--- config.mk ---
export PLATFORM = sky130hd
export DESIGN_NAME = pwm_multi_ch
export DESIGN_NICKNAME = d
export VERILOG_FILES = /design/src/rtl/pwm_pkg.sv /design/src/rtl/pwm_channel.sv /design/src/rtl/pwm_multi_ch.sv
export SDC_FILE = /design/constraint.sdc
export NUM_CORES = 1
export LEC_CHECK = 0
export CAP_MARGIN = 20
export CORE_MARGIN = 4
export CORE_UTILIZATION = 55
export DETAILED_ROUTE_END_ITERATION = 12
export DONT_BUFFER_PORTS = 1
export GPL_ROUTABILITY_DRIVEN = 0
export GPL_TIMING_DRIVEN = 0
export PLACE_DENSITY = 0.7
export SYNTH_ARGS = -nofsm -noshare
export SYNTH_HDL_FRONTEND = slang
export SYNTH_SLANG_ARGS = --single-unit
--- constraint.sdc ---
create_clock -name clk -period 1.7 [get_ports clk]
set_clock_uncertainty 0.2 [all_clocks]
set_input_delay 0.255 -clock clk [delete_from_list [all_inputs] [get_ports clk]]
set_output_delay 0.255 -clock clk [all_outputs]
set_load 0.03 [all_outputs]
--- src/rtl/pwm_pkg.sv ---
// Shared definitions for the multi-channel PWM generator: default sizing,
// the duty value type and the duty clamp helper.
package pwm_pkg;

  localparam int PWM_DEF_PERIOD = 100;
  localparam int PWM_DEF_CH     = 4;
  localparam int PWM_DEF_DUTY_W = 7;
  localparam int PWM_DEF_CH_W   = 2;

  typedef logic [PWM_DEF_DUTY_W-1:0] duty_t;

  // Limit a requested duty to the period length; anything larger means "always on".
  function automatic logic [15:0] duty_clamp(input logic [15:0] d, input logic [15:0] period);
    return (d > period) ? period : d;
  endfunction

endpackage

--- src/rtl/pwm_channel.sv ---
// One PWM compare channel: a shadow register takes writes at any time, the
// active register only changes on the commit strobe, and the output bit is
// registered from the active duty and the channel phase.
module pwm_channel
  import pwm_pkg::*;
#(
  parameter int DUTY_W = PWM_DEF_DUTY_W
) (
  input  logic              clk,
  input  logic              sys_rst,
  input  logic              en,
  input  logic              commit,
  input  logic              wr_en,
  input  logic [DUTY_W-1:0] wr_data,
  input  logic [DUTY_W-1:0] phase,
  output logic              pwm_out
);

  logic [DUTY_W-1:0] shadow;
  logic [DUTY_W-1:0] active;
  logic [DUTY_W-1:0] shadow_next;

  // A write landing in the commit cycle goes straight into the active duty.
  always_comb begin
    shadow_next = shadow;
    if (wr_en) shadow_next = wr_data;
  end

  // Shadow/active duty registers and the registered compare output.
  always_ff @(posedge clk) begin
    if (sys_rst) begin
      shadow  <= '0;
      active  <= '0;
      pwm_out <= 1'b0;
    end else begin
      shadow <= shadow_next;
      if (commit) active <= shadow_next;
      pwm_out <= en & (phase < active);
    end
  end

endmodule

--- src/rtl/pwm_multi_ch.sv ---
// Multi-channel PWM generator. One shared period counter feeds CH compare
// channels; duty values are double-buffered and committed at the period
// boundary so outputs never glitch.
// Build option: define PWM_PHASE_STAGGER_EN to spread channel phases evenly
// across the period, with each channel committing at its own boundary.
module pwm_multi_ch
  import pwm_pkg::*;
#(
  parameter int CH     = PWM_DEF_CH,
  parameter int PERIOD = PWM_DEF_PERIOD,
  parameter int DUTY_W = PWM_DEF_DUTY_W,
  parameter int CH_W   = PWM_DEF_CH_W
) (
  input  logic              clk,
  input  logic              sys_rst,
  input  logic              en,
  input  logic              duty_wr_en,
  input  logic [CH_W-1:0]   duty_wr_ch,
  input  logic [DUTY_W-1:0] duty_wr_data,
  output logic [CH-1:0]     pwm_out,
  output logic              period_start
);

  localparam logic [DUTY_W-1:0] CNT_LAST = DUTY_W'(PERIOD - 1);

  logic [DUTY_W-1:0] cnt;
  logic [DUTY_W-1:0] wr_data_c;

  assign wr_data_c = DUTY_W'(duty_clamp(16'(duty_wr_data), 16'(PERIOD)));

  // Shared period counter: parked at 0 while disabled, wraps at PERIOD-1.
  always_ff @(posedge clk) begin
    if (sys_rst) begin
      cnt <= '0;
    end else if (!en) begin
      cnt <= '0;
    end else if (cnt == CNT_LAST) begin
      cnt <= '0;
    end else begin
      cnt <= cnt + 1'b1;
    end
  end

  // Period marker, registered so it lines up with the first output cycle of the period.
  always_ff @(posedge clk) begin
    if (sys_rst) period_start <= 1'b0;
    else         period_start <= en & (cnt == '0);
  end

  for (genvar i = 0; i < CH; i++) begin : g_ch
    logic              wr_hit;
    logic              commit;
    logic [DUTY_W-1:0] phase;

    // Out-of-range channel indices never match any channel and are dropped.
    assign wr_hit = duty_wr_en && (duty_wr_ch == CH_W'(i));

`ifdef PWM_PHASE_STAGGER_EN
    localparam int PH_OFF = i * (PERIOD / CH);
    logic [DUTY_W:0] phase_sum;
    assign phase_sum = {1'b0, cnt} + (DUTY_W+1)'(PERIOD - PH_OFF);
    assign phase = (phase_sum >= (DUTY_W+1)'(PERIOD))
                 ? DUTY_W'(phase_sum - (DUTY_W+1)'(PERIOD))
                 : phase_sum[DUTY_W-1:0];
`else
    assign phase = cnt;
`endif

    // Disabled channels track their shadow continuously so re-enable starts fresh.
    assign commit = !en || (phase == CNT_LAST);

    pwm_channel #(
      .DUTY_W (DUTY_W)
    ) u_channel (
      .clk     (clk),
      .sys_rst (sys_rst),
      .en      (en),
      .commit  (commit),
      .wr_en   (wr_hit),
      .wr_data (wr_data_c),
      .phase   (phase),
      .pwm_out (pwm_out[i])
    );
  end

endmodule

Word-level counts from Yosys, hierarchy flattened
Index checks and enable logic that the tools add are counted.
- bits in registers: 68
- input port bits: 13
- word-level logic and storage cells: 44
- $add $sub $neg: 1
- order comparisons: 5
- eq/ne operators: 4
- mux-type cells: 5
- bitwise gates (word level): 6
- reductions and logical operators: 9
- operators by type and width (kind ; count):
    $mux 7 ; 5
    $lt 7x7->1 ; 4
    $add 7x1->7 const B ; 1
    $eq 7x7->1 const B ; 1
    $gt 7x7->1 const B ; 1
    $logic_not 7->1 ; 1
    $and 1x1->1 ; 5
    $eq 2x2->1 const B ; 2
    $logic_and 1x1->1 ; 4
    $reduce_or 3->1 ; 1
    $eq 2x1->1 const B ; 1
    $logic_not 2->1 ; 1
    $logic_not 1->1 ; 1
    $logic_or 1x1->1 ; 1
    $not 1->1 ; 1

Longest topological paths before layout
- word-level depth: 3
- gate-level depth with buffers: 6

Cells and area by module
From an unflattened synthesis, not the netlist that was laid out.
- cells, all modules: 333
- area total of the unflattened synthesis: 3065.4 µm²
- by module, submodules not included (module ; times used ; cells each ; area each (µm²) ; sequential area each (µm²)):
    pwm_channel ; 4 ; 70 ; 656.9 ; 300.3
    pwm_multi_ch ; 1 ; 53 ; 437.9 ; 160.2

Worst setup path before layout
Ideal clock, no wire load.
- path type: register to register
- start: register cnt[1]
- end: register g_ch[0].u_channel.active[2]
- data arrival time: 1.338 ns
- required time: 1.383 ns
- path slack: 0.045 ns
- stages on the path, launching flop included: 6
- clock period less this slack: 1.655 ns
- cell sequence: dfxtp_1 ha_1 nand3_1 o21ba_2 buf_6 o22a_1
- longest elaborated chain between the ends: 2
- ends and longest elaborated chain (item ; line ; RTL):
    from (decl) ; pwm_multi_ch.sv:26 ; logic [DUTY_W-1:0] cnt;
    from (signal assigned) ; pwm_multi_ch.sv:40 ; cnt <= cnt + 1'b1;
    $eq 7x7->1 ; pwm_multi_ch.sv:70 ; assign commit = !en || (phase == CNT_LAST);
    $logic_or 1x1->1 ; pwm_multi_ch.sv:70 ;
    to (signal assigned) ; pwm_channel.sv:37 ; if (commit) active <= shadow_next;
    to (decl) ; pwm_channel.sv:20 ; logic [DUTY_W-1:0] active;
No other way between the ends.
A chain may end at the register's enable or synchronous reset.

Worst setup path after layout
- start: register cnt[4]
- end: register g_ch[2].u_channel.active[4]
- longest elaborated chain between the ends: 2
- ends and longest elaborated chain (item ; line):
    $eq 7x7->1 ; pwm_multi_ch.sv:70
    $logic_or 1x1->1 ; pwm_multi_ch.sv:70
    to (signal assigned) ; pwm_channel.sv:37
    to (decl) ; pwm_channel.sv:20
No other way between the ends.

==> impl_metrics.py <==
metrics = {
    "detailed_routing": {
        "dr.pass1.iters": 4,
        "detail_route.drc_violations": 0,
        "avgViaCountPerCell": 5.45,
        "drt_iter0_drc": 95,
        "num_vias": 2238,
        "route.final.wire_length_microns": 6530,
        "drt-wirelength-per-cell_microns": 15.9,
        "drt.antenna.violating_nets": 0,
    },
    "global_route": {
        "vias_in_the_first_global_route": 2071,
        "antenna_violations_before_repair": 0,
        "gr-usage-all-layers_pct": 21.5,
        "globalRouteOverflowTotal": 0,
        "pin_count_of_the_biggest_net_entering_global_routing": 14,
        "first_pass_grt_wire_length_microns": 10500,
    },
    "synth": {
        "synth_sequential_area_ratio_pct": 44.7,
        "synth-main-ff-cell": "sky130_fd_sc_hd__dfxtp_1",
        "yosys_register_bits": 68,
        "netlist_area_before_placement_sq_mm": 0.00304,
        "syn-instance-count": 306,
        "synth_edf_count": 0,
        "synthTopCellsByArea": "sky130_fd_sc_hd__dfxtp_1 (45%), sky130_fd_sc_hd__ha_1 (11%), sky130_fd_sc_hd__mux2i_1 (5.3%)",
        "yosys.area.top_type": "sky130_fd_sc_hd__dfxtp_1",
        "yosys.cell_types.count": 37,
        "synth_largest_type_area_fraction_pct": 44.7,
        "synthesis.nets": 345,
        "synth-async-reset-ratio_pct": 0,
        "syn_avg_cell_area_sq_um": 9.95,
        "ys.warnings.count": 0,
    },
    "worst_setup_path": {
        "worst_setup_start_kind": "flop",
        "worst-endpoint-required_ns": 1.78,
        "critPathMaxFanout": 10,
        "worstSetupPathType": "flop to flop",
        "kind_of_end_point_of_the_critical_path": "flop",
        "worstPathCellList": "or3_4, o21ai_4, nand2b_4, buf_12, o22ai_2",
        "worst_ep_arrival_time_ns": 1.77,
        "worst_path_max_delay_cell": "sky130_fd_sc_hd__or3_4",
        "crit_path_max_incr_delay_ns": 0.43,
    },
    "clocking": {
        "cts_root_cell": "sky130_fd_sc_hd__clkbuf_8",
        "worstSkewPairLatency_ns": 0.34,
        "cts_made_buffers": 9,
        "cts_tree": "built",
        "clk_pin_slew_ns": 0.08,
        "h_tree_levels": 3,
        "max-clock-path-buffers": 2,
        "clock_sinks": 68,
    },
    "place": {
        "post-place-cells": 376,
        "detailedPlace.worstSlack_ns": -0.297,
        "placed_area_sq_mm": 0.00313,
        "number_of_input_and_output_port_buffers_inserted": 0,
        "dp.final_hpwl_microns": 4460,
    },
    "sta": {
        "final_period_minus_worst_setup_slack_ns": 1.69,
        "final.setup.worst_slack_ns": 0.0105,
        "hold_violations": 2,
        "fmaxAchievable_ghz": 0.592,
        "hold_ws_ns": -0.0236,
        "slew_viol_final": 0,
        "finalSetupViolCount": 0,
        "grt_setup_unrepaired": "yes",
        "tightest_slew_ns": 0.475,
        "slew_headroom_pct": 68.1,
        "finalCritPeriodShare_pct": 99.4,
    },
    "layout": {
        "layout_common_cells": "sky130_fd_sc_hd__dfxtp_1 (62), sky130_fd_sc_hd__nor2_1 (30), sky130_fd_sc_hd__inv_1 (26)",
        "final_layout_size_suffix_gt1_share_pct": 20.5,
        "final_cell_area_sq_mm": 0.00360,
        "most_common_cell_after_layout_fill_and_taps_aside": "sky130_fd_sc_hd__dfxtp_1",
        "area.growth.synth_to_final_pct": 18.2,
        "finalNetCount": 375,
        "final-instance-count-excl-fill": 411,
        "diodes": 0,
    },
    "floorplanning": {
        "row_count": 26,
        "chipHeight_microns": 82.4,
        "floorplan.initialDensity_pct": 58.1,
        "io-pin-count": 18,
        "dieWidth_microns": 82.4,
        "floorplan.die_area_sq_mm": 0.00679,
        "fp.coreArea_sq_mm": 0.00524,
    },
    "outcome": {
        "violations_in_the_final_reports": "negative hold slack",
        "run_status": "finished with violations",
    },
    "min_path": {
        "worstHoldPathType": "input pin to flop",
    },
    "power_and_ir_drop": {
        "fin_total_pwr_mw": 3.39,
        "worst_ir_drop_vdd_uv": 620,
        "pwr_density_cell_mw_per_mm2": 942,
        "leakagePower_nw": 1.59,
    },
    "run": {
        "cap_viol_max_count": 0,
    },
}
[state kept, by name (all words and copies together), names as in the netlist]
register	cells
g_ch.u_channel.shadow	28
cnt	7
g_ch.u_channel.active	28
period_start	1
g_ch.u_channel.pwm_out	4
[synthesized netlist by cell type (2+ instances only)]
library cell and instances:
sky130_fd_sc_hd__nand2_1 21, sky130_fd_sc_hd__nand3b_1 4, sky130_fd_sc_hd__buf_2 2, sky130_fd_sc_hd__a31oi_1 10
sky130_fd_sc_hd__nand3_1 7, sky130_fd_sc_hd__and2_1 5, sky130_fd_sc_hd__o21ba_2 2, sky130_fd_sc_hd__mux2i_1 16
sky130_fd_sc_hd__a211oi_1 2, sky130_fd_sc_hd__nand2b_1 6, sky130_fd_sc_hd__buf_6 3, sky130_fd_sc_hd__buf_4 5
sky130_fd_sc_hd__clkbuf_1 4, sky130_fd_sc_hd__a21o_1 6, sky130_fd_sc_hd__nor2_1 31, sky130_fd_sc_hd__o22ai_2 10
sky130_fd_sc_hd__o21bai_1 2, sky130_fd_sc_hd__o22ai_1 3, sky130_fd_sc_hd__a21oi_1 10, sky130_fd_sc_hd__dfxtp_1 68
sky130_fd_sc_hd__xor2_1 2, sky130_fd_sc_hd__xnor2_1 3, sky130_fd_sc_hd__a211o_1 4, sky130_fd_sc_hd__inv_1 26
sky130_fd_sc_hd__ha_1 26, sky130_fd_sc_hd__o21ai_0 6, sky130_fd_sc_hd__o22a_1 11, sky130_fd_sc_hd__nor3b_1 2
[power breakdown]
| part | total [mW] | switching, mW | leakage, nW | internal [mW] |
|---|---|---|---|---|
| clock network | 1.39 | 0.659 | 0.0995 | 0.730 |
| registers | 1.68 | 0.0287 | 0.558 | 1.65 |
| logic | 0.327 | 0.181 | 0.935 | 0.147 |
| total | 3.39 | 0.868 | 1.59 | 2.52 |
[cell type report]
cell class,instances,area (sq um)
Buffer,14,111
Multi-Input combinational cell,198,1550
Clock inverter,6,71.3
Clock buffer,10,138
Fill cell,423,1640
Timing Repair Buffer,19,165
Tap cell,70,87.6
Sequential cell,68,1380
Inverter,26,97.6
[worst max-delay path, delay by kind of cell (launching register included)]
family,cells,cell delay [ns]
compound gates,2,0.35
buf+inv,1,0.16
simple gates,2,0.54
flops,1,0.37
[worst paths after layout]
kind,from,to,slack [ns],cells past startpoint
worst max-delay path,cnt[4],g_ch[2].u_channel.active[4],0.01,5
worst min-delay path,duty_wr_ch[0],g_ch[0].u_channel.shadow[4],-0.02,3
worst max register to register,cnt[4],g_ch[2].u_channel.active[4],0.01,5
worst min register to register,g_ch[0].u_channel.shadow[4],g_ch[0].u_channel.shadow[4],0.27,2
[what timing repair did]
item	in CTS	in global routing
setup endpoints to repair	39	28
pin swaps	3	5
hold endpoints to repair	23	0
hold buffers	10	0
setup buffers	5	6
resized for setup	17	11
[metrics by stage]
step                hold WS (ns)  util (%)  setup TNS (ns)
floorplan                  0.210         -               0
global placement           0.240      59.8           -5.64
detailed placement         0.244      59.8           -7.37
CTS                       0.0183      67.3               0
global route             0.00616      68.7          -0.367
finish                   -0.0236      68.7               0
[cell families (layout without fill, tap and decap cells)]
group,after synthesis,after routing,share of synthesized area [%]
fa+ha+maj,26,26,10.7
mux,16,16,5.26
flops,68,68,44.7
buf+inv,40,75,6.37
simple gates,83,83,13.9
compound gates,68,68,17.7
xor+xnor,5,5,1.44
[routing by layer]
metal  global-route usage, %  routed length (microns)  vias up  part of all wire [%]
li1                        -                        -     1124                     -
met1                    28.1                     3060     1054                    47
met2                    33.6                     3080       54                    47
met3                    7.05                      299        6                   4.6
met4                    6.64                       79        0                   1.2
met5                       0                        0        -                     0
No activity file was read; power rests on OpenSTA's default activity.
